## config.mk

```make
export PLATFORM = sky130hd
export DESIGN_NAME = mic_decimator
export DESIGN_NICKNAME = d
export VERILOG_FILES = /design/src/rtl/mic_decim_pkg.sv /design/src/rtl/ready_sync_edge.sv /design/src/rtl/mic_decimator.sv
export SDC_FILE = /design/constraint.sdc
export NUM_CORES = 1
export LEC_CHECK = 0
export ABC_AREA = 1
export CAP_MARGIN = 10
export CORE_MARGIN = 1.5
export CORE_UTILIZATION = 30
export CTS_CLUSTER_SIZE = 16
export DETAILED_ROUTE_END_ITERATION = 10
export MAX_ROUTING_LAYER = met4
export PLACE_DENSITY_LB_ADDON = 0.3
export SLEW_MARGIN = 15
export SYNTH_ARGS = -nofsm -noshare
export SYNTH_HDL_FRONTEND = slang
export SYNTH_SLANG_ARGS = --single-unit
```

## constraint.sdc

```tcl
create_clock -name clock -period 1.8 [get_ports clock]
set_input_delay 0.45 -clock clock [delete_from_list [all_inputs] [get_ports clock]]
set_output_delay 0.45 -clock clock [all_outputs]
set_load 0.03 [all_outputs]
```

## src/rtl/mic_decim_pkg.sv

```systemverilog
// Shared types and constants for the microphone decimator.
// Latency: n/a (declarations only).
// Backpressure: n/a (declarations only).
package mic_decim_pkg;

  // Default configuration: 8-sample window on a 20-bit codec word, 12-bit output.
  localparam int DEF_LOG2_DECIM = 3;
  localparam int DEF_IN_WIDTH   = 20;
  localparam int DEF_OUT_WIDTH  = 12;

  // Accumulator is wide enough to hold a full window of extreme samples.
  localparam int ACC_WIDTH = DEF_IN_WIDTH + DEF_LOG2_DECIM;

  // Fractional bits carried by the DC estimate in the optional DC-removal stage.
  localparam int DC_FRAC = 8;

  typedef enum logic [1:0] {
    S_IDLE = 2'd0,
    S_ACC  = 2'd1,
    S_EMIT = 2'd2
  } state_t;

  // Half an LSB of the averaged result, added before the shift so the
  // arithmetic shift rounds half-up instead of truncating toward -inf.
  function automatic int round_const(input int log2_decim);
    return (log2_decim > 0) ? (1 << (log2_decim - 1)) : 0;
  endfunction

endpackage

```

## src/rtl/ready_sync_edge.sv

```systemverilog
// Two-flop synchroniser for an asynchronous level plus a rising-edge detector.
// Latency: rise is high for one cycle, 2-3 clocks after the async level rises.
// Backpressure: none; every detected rise is a single-cycle pulse.
//
// Ports:
//   clock, reset_n : destination clock, async active-low reset
//   async_in       : level from a foreign clock domain
//   rise           : one-cycle pulse on each synchronised 0->1 transition
module ready_sync_edge (
  input  logic clock,
  input  logic reset_n,
  input  logic async_in,
  output logic rise
);

  logic s1;
  logic s2;
  logic s3;

  always_ff @(posedge clock or negedge reset_n) begin
    if (!reset_n) begin
      s1 <= 1'b0;
      s2 <= 1'b0;
      s3 <= 1'b0;
    end else begin
      s1 <= async_in;
      s2 <= s1;
      s3 <= s2;
    end
  end

  assign rise = s2 & ~s3;

endmodule

```

## src/rtl/mic_decimator.sv

```systemverilog
// Box-car decimator: averages 2^LOG2_DECIM codec samples, emits one rounded sample.
// Latency: valid 3 cycles after the ready edge of the window's last sample (4 with DC block).
// Backpressure: none downstream; one edge may wait as pending while busy, further ones set overrun.
//
// Ports:
//   clock, reset_n  : 27 MHz system clock, async active-low reset
//   enable          : 1 = run; 0 = clear window state and ignore ready edges
//   ready_async     : codec ready level from the bit-clock domain
//   in_data         : signed capture word, stable while ready_async is high
//   sample_out      : signed decimated sample (MSBs of the average)
//   sample_valid    : one-cycle pulse, sample_out updated in the same cycle
//   overrun         : sticky, a ready edge was lost
//   window_count    : samples accumulated in the current window
//
// Build option: define MIC_DECIM_DCBLOCK_EN to add a first-order DC-removal
// stage after the average (one extra cycle of latency, saturating output).
module mic_decimator
  import mic_decim_pkg::*;
#(
  parameter int LOG2_DECIM = DEF_LOG2_DECIM,
  parameter int IN_WIDTH   = DEF_IN_WIDTH,
  parameter int OUT_WIDTH  = DEF_OUT_WIDTH
) (
  input  logic                        clock,
  input  logic                        reset_n,
  input  logic                        enable,
  input  logic                        ready_async,
  input  logic signed [IN_WIDTH-1:0]  in_data,
  output logic signed [OUT_WIDTH-1:0] sample_out,
  output logic                        sample_valid,
  output logic                        overrun,
  output logic [LOG2_DECIM-1:0]       window_count
);

  localparam int ACC_W = IN_WIDTH + LOG2_DECIM;
  localparam logic [LOG2_DECIM-1:0] LAST_IDX = '1;
  localparam logic signed [ACC_W:0] RND = (ACC_W + 1)'(round_const(LOG2_DECIM));

  logic                       rdy_edge;
  state_t                     state;
  logic signed [IN_WIDTH-1:0] sample_reg;
  logic signed [ACC_W-1:0]    acc;
  logic [LOG2_DECIM-1:0]      count;
  logic                       pending;

  // One guard bit above the accumulator so adding the rounding constant can
  // never wrap, then an arithmetic shift back down to sample width.
  logic signed [ACC_W:0]      acc_rnd;
  logic signed [IN_WIDTH-1:0] avg;

  assign acc_rnd = {acc[ACC_W-1], acc} + RND;
  assign avg     = IN_WIDTH'(acc_rnd >>> LOG2_DECIM);

  assign window_count = count;

  ready_sync_edge u_ready_sync (
    .clock    (clock),
    .reset_n  (reset_n),
    .async_in (ready_async),
    .rise     (rdy_edge)
  );

`ifdef MIC_DECIM_DCBLOCK_EN
  localparam int DC_W = IN_WIDTH + DC_FRAC;
  localparam logic signed [IN_WIDTH-1:0] SAT_MAX = {1'b0, {(IN_WIDTH-1){1'b1}}};
  localparam logic signed [IN_WIDTH-1:0] SAT_MIN = {1'b1, {(IN_WIDTH-1){1'b0}}};

  logic                       dc_stage;
  logic signed [IN_WIDTH-1:0] avg_r;
  logic signed [DC_W-1:0]     dc_est;
  logic signed [DC_W:0]       dc_diff;
  logic signed [DC_W-1:0]     dc_next;
  logic signed [IN_WIDTH:0]   avg_dc;
  logic signed [IN_WIDTH-1:0] avg_sat;

  // Leaky integrator tracking the mean with time constant 2^DC_FRAC outputs.
  assign dc_diff = ((DC_W + 1)'(avg_r) <<< DC_FRAC) - (DC_W + 1)'(dc_est);
  assign dc_next = dc_est + DC_W'(dc_diff >>> DC_FRAC);
  assign avg_dc  = (IN_WIDTH + 1)'(avg_r) - (IN_WIDTH + 1)'(dc_est >>> DC_FRAC);

  always_comb begin
    avg_sat = avg_dc[IN_WIDTH-1:0];
    if (avg_dc[IN_WIDTH] != avg_dc[IN_WIDTH-1]) begin
      avg_sat = avg_dc[IN_WIDTH] ? SAT_MIN : SAT_MAX;
    end
  end
`endif

  always_ff @(posedge clock or negedge reset_n) begin
    if (!reset_n) begin
      state        <= S_IDLE;
      sample_reg   <= '0;
      acc          <= '0;
      count        <= '0;
      pending      <= 1'b0;
      overrun      <= 1'b0;
      sample_out   <= '0;
      sample_valid <= 1'b0;
`ifdef MIC_DECIM_DCBLOCK_EN
      dc_stage     <= 1'b0;
      avg_r        <= '0;
      dc_est       <= '0;
`endif
    end else if (!enable) begin
      // sample_out and overrun deliberately hold across a disable.
      state        <= S_IDLE;
      acc          <= '0;
      count        <= '0;
      pending      <= 1'b0;
      sample_valid <= 1'b0;
`ifdef MIC_DECIM_DCBLOCK_EN
      dc_stage     <= 1'b0;
      dc_est       <= '0;
`endif
    end else begin
      sample_valid <= 1'b0;

      case (state)
        S_IDLE: begin
          if (rdy_edge | pending) begin
            sample_reg <= in_data;
            pending    <= 1'b0;
            // A fresh edge while a deferred one is being served: only one
            // of them can be captured, the other is lost.
            if (rdy_edge & pending) begin
              overrun <= 1'b1;
            end
            state <= S_ACC;
          end
        end

        S_ACC: begin
          acc <= acc + ACC_W'(sample_reg);
          // Hold at the last index; the window only restarts from S_EMIT.
          if (count == LAST_IDX) begin
            state <= S_EMIT;
          end else begin
            count <= count + 1'b1;
            state <= S_IDLE;
          end
        end

        S_EMIT: begin
`ifdef MIC_DECIM_DCBLOCK_EN
          avg_r        <= avg;
          dc_stage     <= 1'b1;
`else
          sample_out   <= OUT_WIDTH'(avg >>> (IN_WIDTH - OUT_WIDTH));
          sample_valid <= 1'b1;
`endif
          acc   <= '0;
          count <= '0;
          state <= S_IDLE;
        end

        default: state <= S_IDLE;
      endcase

      // Edges arriving while busy: defer one, drop anything beyond that.
      if (rdy_edge && (state != S_IDLE)) begin
        if (pending) begin
          overrun <= 1'b1;
        end else begin
          pending <= 1'b1;
        end
      end

`ifdef MIC_DECIM_DCBLOCK_EN
      if (dc_stage) begin
        sample_out   <= OUT_WIDTH'(avg_sat >>> (IN_WIDTH - OUT_WIDTH));
        sample_valid <= 1'b1;
        dc_est       <= dc_next;
        dc_stage     <= 1'b0;
      end
`endif
    end
  end

endmodule

```

==> run metrics, run 1 <==
Starting Density roughly 30%; grt total ovfl 0; row cnt between 40 and 50; Synth Area in Compound Gates a little under 7%; Post-Route WL roughly 12000 um; initial antenna violation count 0; die height 125 um; IO Count 41; die span in x about 130 um; dpl cell area ~5400 sq um; final clock skew between 0.005 and 0.006 ns; NumNets Final just under 800; Synth Cell Area ~4500 sq um; Mean Syn Cell Area just under 7 sq um; CP Max Fanout 4; clk sink count between 60 and 70; commonest register cell after synthesis dfrtp_1; CTS tree built; DRC violation count after routing 0; Worst Hold Class in2async; Final HPWL DP just over 9000 um; RSZ-0062 raised after global routing true; required time worst endpoint roughly 2.1 ns; leak pwr 3.05 nW; Final Hold Vio Count 0; largest net degree at the start of global routing 32; setup TNS 0 ns; DR vias between 4k and 5k; ratio of final minimum period to clock period 98.6%; Synth Area in Simple Gates between 30% and 40%; clock buffer depth 2; register area share after synthesis ~37%; Fmax around 560 MHz; Reg area between 1500 and 2000 sq um; most frequent cells after synthesis nand2_1 (265), inv_1 (77), dfrtp_1 (66); Post-Synth XOR/XNOR Area under 10%; first-pass GRT wire length between 15000 and 20000 um; max-slew violation count 0; H-tree depth 3; Synth Instances approximately 650; post-synthesis mux area share 0%; Core Region between 10000 and 15000 sq um; DR vias/cell about 4.5; most common cell in the netlist nand2_1; Fillers 1531; Pre-antenna DRT Iters 4; Power Dens Cells 764 nW/um^2; multi-input logic area about 2800 sq um; CP Capture Type flop; Max rail drop VDD between 0.4 and 0.5 mV; status completed; minimum clock period ~1.8 ns; WS Path Type reg2reg; clock root cell clkbuf_16; layout cells sized above 1 a little over a fifth; GRT Resource Usage Total around 16%; synth warn 0; Syn Nets 700; Netlist cell types 37; worst-margin pin slew between 0.4 and 0.5 ns; fin area around 6000 sq um; Yosys top cell by area dfrtp_1; Synth async-reset ratio 100%; WL/cell roughly 13 um; clk slew on worst S/H paths around 0.06 ns; total CTS buffers 9; Fin Hold WS between 0.06 and 0.07 ns; total power about 4.6 mW; pre-CTS WS -0.0325 ns; Final WS setup between 0.02 and 0.03 ns; Final ANT Viol Nets 0; Max-Cap Viols 0; die area approximately 16000 sq um; # port buffers 40; RePlAce Congestion about 0.9; vias in the first global route approximately 4.2k; final setup violation count 0; main combinational cell family by area after synthesis simple AND/OR/NAND/NOR gates; max FFs per register 23; ant diodes 0; flops & latches, synth between 60 and 70; Detailed Route Iter0 Violations 193; CTS Hold Bufs 0; Post-synth EDFFs 0; Worst-Skew Late Latency 0.35 ns; Area contributors post-synth dfrtp_1 (37%), nand2_1 (22%), ha_1 (6.7%); WP data arrival 2.05 ns; Rel. slew slack 66.8%; startpoint types flop; Area Overhead vs Synth 34.4%; area share of the largest cell type after synthesis a little under two fifths; Adder-Cell Fraction of Synth Area between 7 and 8%
-- report_power, final --
group	leakage, nW	total (mW)	switching [mW]	internal (mW)
sequential	0.865	1.76	0.146	1.61
clock	0.134	1.71	0.666	1.04
combinational	2.05	1.13	0.624	0.509
total	3.05	4.60	1.44	3.17
-- critical path, cell delays in order (launching register included) --
cell     delay (ns)
dfrtp_1        0.39
ha_2           0.21
fa_2           0.38
nand2_2        0.09
nand2_2        0.07
nand3_2        0.10
nand2_4        0.08
nand3_2        0.07
nand2_2        0.07
nand2_1        0.07
nand2_1        0.06
o21ai_2        0.10
-- cells by family (layout without fill, tap and decap cells) --
group | Yosys count | count (layout)
xor gates and xnor gates | 9 | 9
adders and majority gates | 25 | 25
DFF | 66 | 66
and+or+nand+nor | 398 | 398
AOI/OAI and AO/OA | 52 | 52
buffers and inverters | 101 | 186
-- cell type report --
class | instances | share of cell area, %
multi-input cells | 484 | 45.9
inverters | 93 | 5.84
flip-flops and latches | 66 | 27.4
well taps | 184 | 3.82
clock inverters | 3 | 0.374
clock buffers | 13 | 4.49
repair buffers | 77 | 12.1
-- per-stage QoR --
stage | cells | util, %
finish | 920 | 41.4
global route | 920 | 41.4
CTS | 917 | 39.1
detailed placement | 901 | 37.0
global placement | 901 | 37.0
floorplan | 651 | -
-- worst paths after layout --
| kind | startpoint | end | slack, ns | depth (start not counted) |
|---|---|---|---|---|
| setup / recovery | acc[0] | acc[14] | 0.03 | 11 |
| hold / removal | reset_n | pending | 0.06 | 1 |
| setup reg to reg | acc[0] | acc[14] | 0.03 | 11 |
| hold reg to reg | u_ready_sync.s1 | u_ready_sync.s2 | 0.35 | 0 |
| max in group asynchronous | reset_n | acc[14] | 1.20 | 2 |
| min in group clock | u_ready_sync.s1 | u_ready_sync.s2 | 0.35 | 0 |
-- what timing repair did --
item                                    in CTS  in global routing
gates cloned                                 0                  0
resized for setup                           21                 56
setup buffers                                0                  3
endpoints found under the setup margin      21                 19
pin swaps                                    0                 12
-- cell usage in the layout (no fill, tap or decap), types with 2 or more instances in the layout --
cell type        Yosys  routed
nor2_1              46      40
clkinv_1             3       3
ha_1                24       3
ha_2                 0       2
nor2_4               4       5
o21ai_0             20      20
inv_1               77      77
inv_2               11      11
xor2_1               7       7
a21oi_1             15      15
buf_12               0       6
nand3b_1             4       4
nand4_1             11      11
dfrtp_1             66      65
a21oi_2              2       2
nand2_2             17      27
xnor2_1              2       2
clkinvlp_4           0       3
nand3_2              3       6
dlygate4sd2_1        0      16
a22o_1               2       2
clkinv_2             2       2
o21ai_4              1       2
o21ai_1              6       6
nor3_2               2       3
nand2_4              1       3
clkdlybuf4s50_1      0      22
clkbuf_16            0       9
nor2_2               8      13
nand2_1            265     253
clkbuf_8             0       3
nand3_1             31      27
ha_4                 0      19
nor3_1               4       3
buf_4                2      31
-- layer usage --
metal	wire (um)	track usage (%)
met4	246	5.21
met5	0	-
met1	5600	20.7
met3	589	3.94
met2	5440	26.2
No activity file was read; power rests on OpenSTA's default activity.
==> run 2: changes to the inputs <==
- CELL_PAD_IN_SITES_DETAIL_PLACEMENT: not set -> 0
- CELL_PAD_IN_SITES_GLOBAL_PLACEMENT: not set -> 1
- CTS_BUF_LIST: not set -> sky130_fd_sc_hd__clkbuf_4
==> run metrics, run 2 (synthesis gave the netlist of run 1 again) <==
status completed; Max rail drop VDD between 0.2 and 0.25 mV; Fmax roughly 580 MHz; RSZ-0062 raised after global routing true; ratio of final minimum period to clock period 96.5%; Power Dens Cells around 660 nW/um^2; clk sink count 66; clk slew on worst S/H paths 0.11 ns; startpoint types flop; Detailed Route Iter0 Violations roughly 250; first-pass GRT wire length between 20000 and 25000 um; DR vias 4260; Pre-antenna DRT Iters 4; CP Capture Type flop; minimum clock period between 1.5 and 2 ns; WS Path Type reg2reg; Fillers 1545; Core Region ~15000 sq um; Fin Hold WS between 0.3 and 0.4 ns; Max-Cap Viols 0; Reg area 1650 sq um; die height 125 um; dpl cell area ~5400 sq um; multi-input logic area approximately 2800 sq um; H-tree depth 3; clock root cell clkbuf_4; die area ~16000 sq um; crit path buf inv count 1; fin area 5950 sq um; IO Count 41; worst-margin pin slew 0.381 ns; DRC violation count after routing 0; Rel. slew slack between 70% and 80%; Placed Cells approximately 910; # port buffers 40; grt total ovfl 0; Crit-path slowest cell dfrtp_1; worst path cell trace ha_2 > fa_2 > buf_4 > nand3_1 > nand3_2 > nand2_2 > nand3_1 > nand3_1 > nand2_1; vias in the first global route between 4k and 5k; initial antenna violation count 1; crit-path max cell delay a little over 0.4 ns; required time worst endpoint between 2 and 2.5 ns; commonest non-fill, non-tap cell in the layout nand2_1; final core utilization 40.9%; layout cells sized above 1 between 20 and 25%; Worst-Skew Late Latency 0.46 ns; max FFs per register 23; die span in x about 130 um; Final HPWL DP approximately 10000 um; non-filler cells, final roughly 940; Starting Density between 30% and 40%; largest net degree at the start of global routing 67; Post-Route WL approximately 13000 um; most used cell, CP nand3_1; WP data arrival 2.08 ns; DR vias/cell between 4 and 5; leak pwr 3.01 nW; Final ANT Viol Nets 0; CP Max Fanout 3; Area Overhead vs Synth 32.8%; GRT Resource Usage Total roughly 18%; most frequent cells in the layout nand2_1 (246), inv_1 (74), dfrtp_1 (64), buf_4 (49), nor2_1 (40); final clock skew 0.0197 ns; max-slew violation count 0; Final Hold Vio Count 0; final setup violation count 0; row cnt 44; RePlAce Congestion between 0.8 and 0.9; cell family with most CP delay adder cells; Worst Hold Class reg2reg; WL/cell ~14 um; CTS tree built; setup TNS 0 ns; total CTS buffers 9; NumNets Final slightly below 800; clock buffer depth 2
-- run 2: repair_timing --
item,4_1_cts,5_1_grt
pin swaps,0,19
hold endpoints to repair,9,0
setup endpoints to repair,30,18
hold buffers,1,0
resized for setup,26,71
setup buffers,0,7
-- run 2: through the flow --
stage               power [mW]  setup slack (ns)
floorplan                 2.35            0.0600
global placement          2.74           -0.0389
detailed placement        2.76           -0.0430
CTS                       3.80        0.00000799
global route              4.24           -0.0295
finish                    3.95            0.0634
-- run 2: cell type report --
cell class	count	share of cell area [%]
clock buffers	9	1.14
multi-input cells	484	47.0
diodes	1	0.0421
clock inverters	7	1.01
well taps	184	3.87
flip-flops and latches	66	27.8
repair buffers	92	13.2
inverters	93	5.91
-- run 2: routing by layer --
layer / track usage, % / routed length (um)
met5: - / 0
met4: 6.62 / 240
met3: 2.48 / 484
met2: 27.2 / 5660
met1: 23.8 / 6380
-- run 2: where the power goes --
part / internal, mW / total [mW] / switching [mW]
sequential: 1.61 / 1.75 / 0.145
clock: 0.406 / 0.989 / 0.583
combinational: 0.555 / 1.21 / 0.657
total: 2.57 / 3.95 / 1.38
-- run 2: path summary, 6_finish.rpt --
check	from	to	slack, ns	cells past startpoint
setup reg to reg	acc[0]	acc[18]	0.06	9
min in group asynchronous	reset_n	acc[5]	0.53	3
hold / removal	u_ready_sync.s1	u_ready_sync.s2	0.37	0
hold reg to reg	u_ready_sync.s1	u_ready_sync.s2	0.37	0
max in group asynchronous	reset_n	sample_reg[19]	0.94	3
setup / recovery	acc[0]	acc[18]	0.06	9
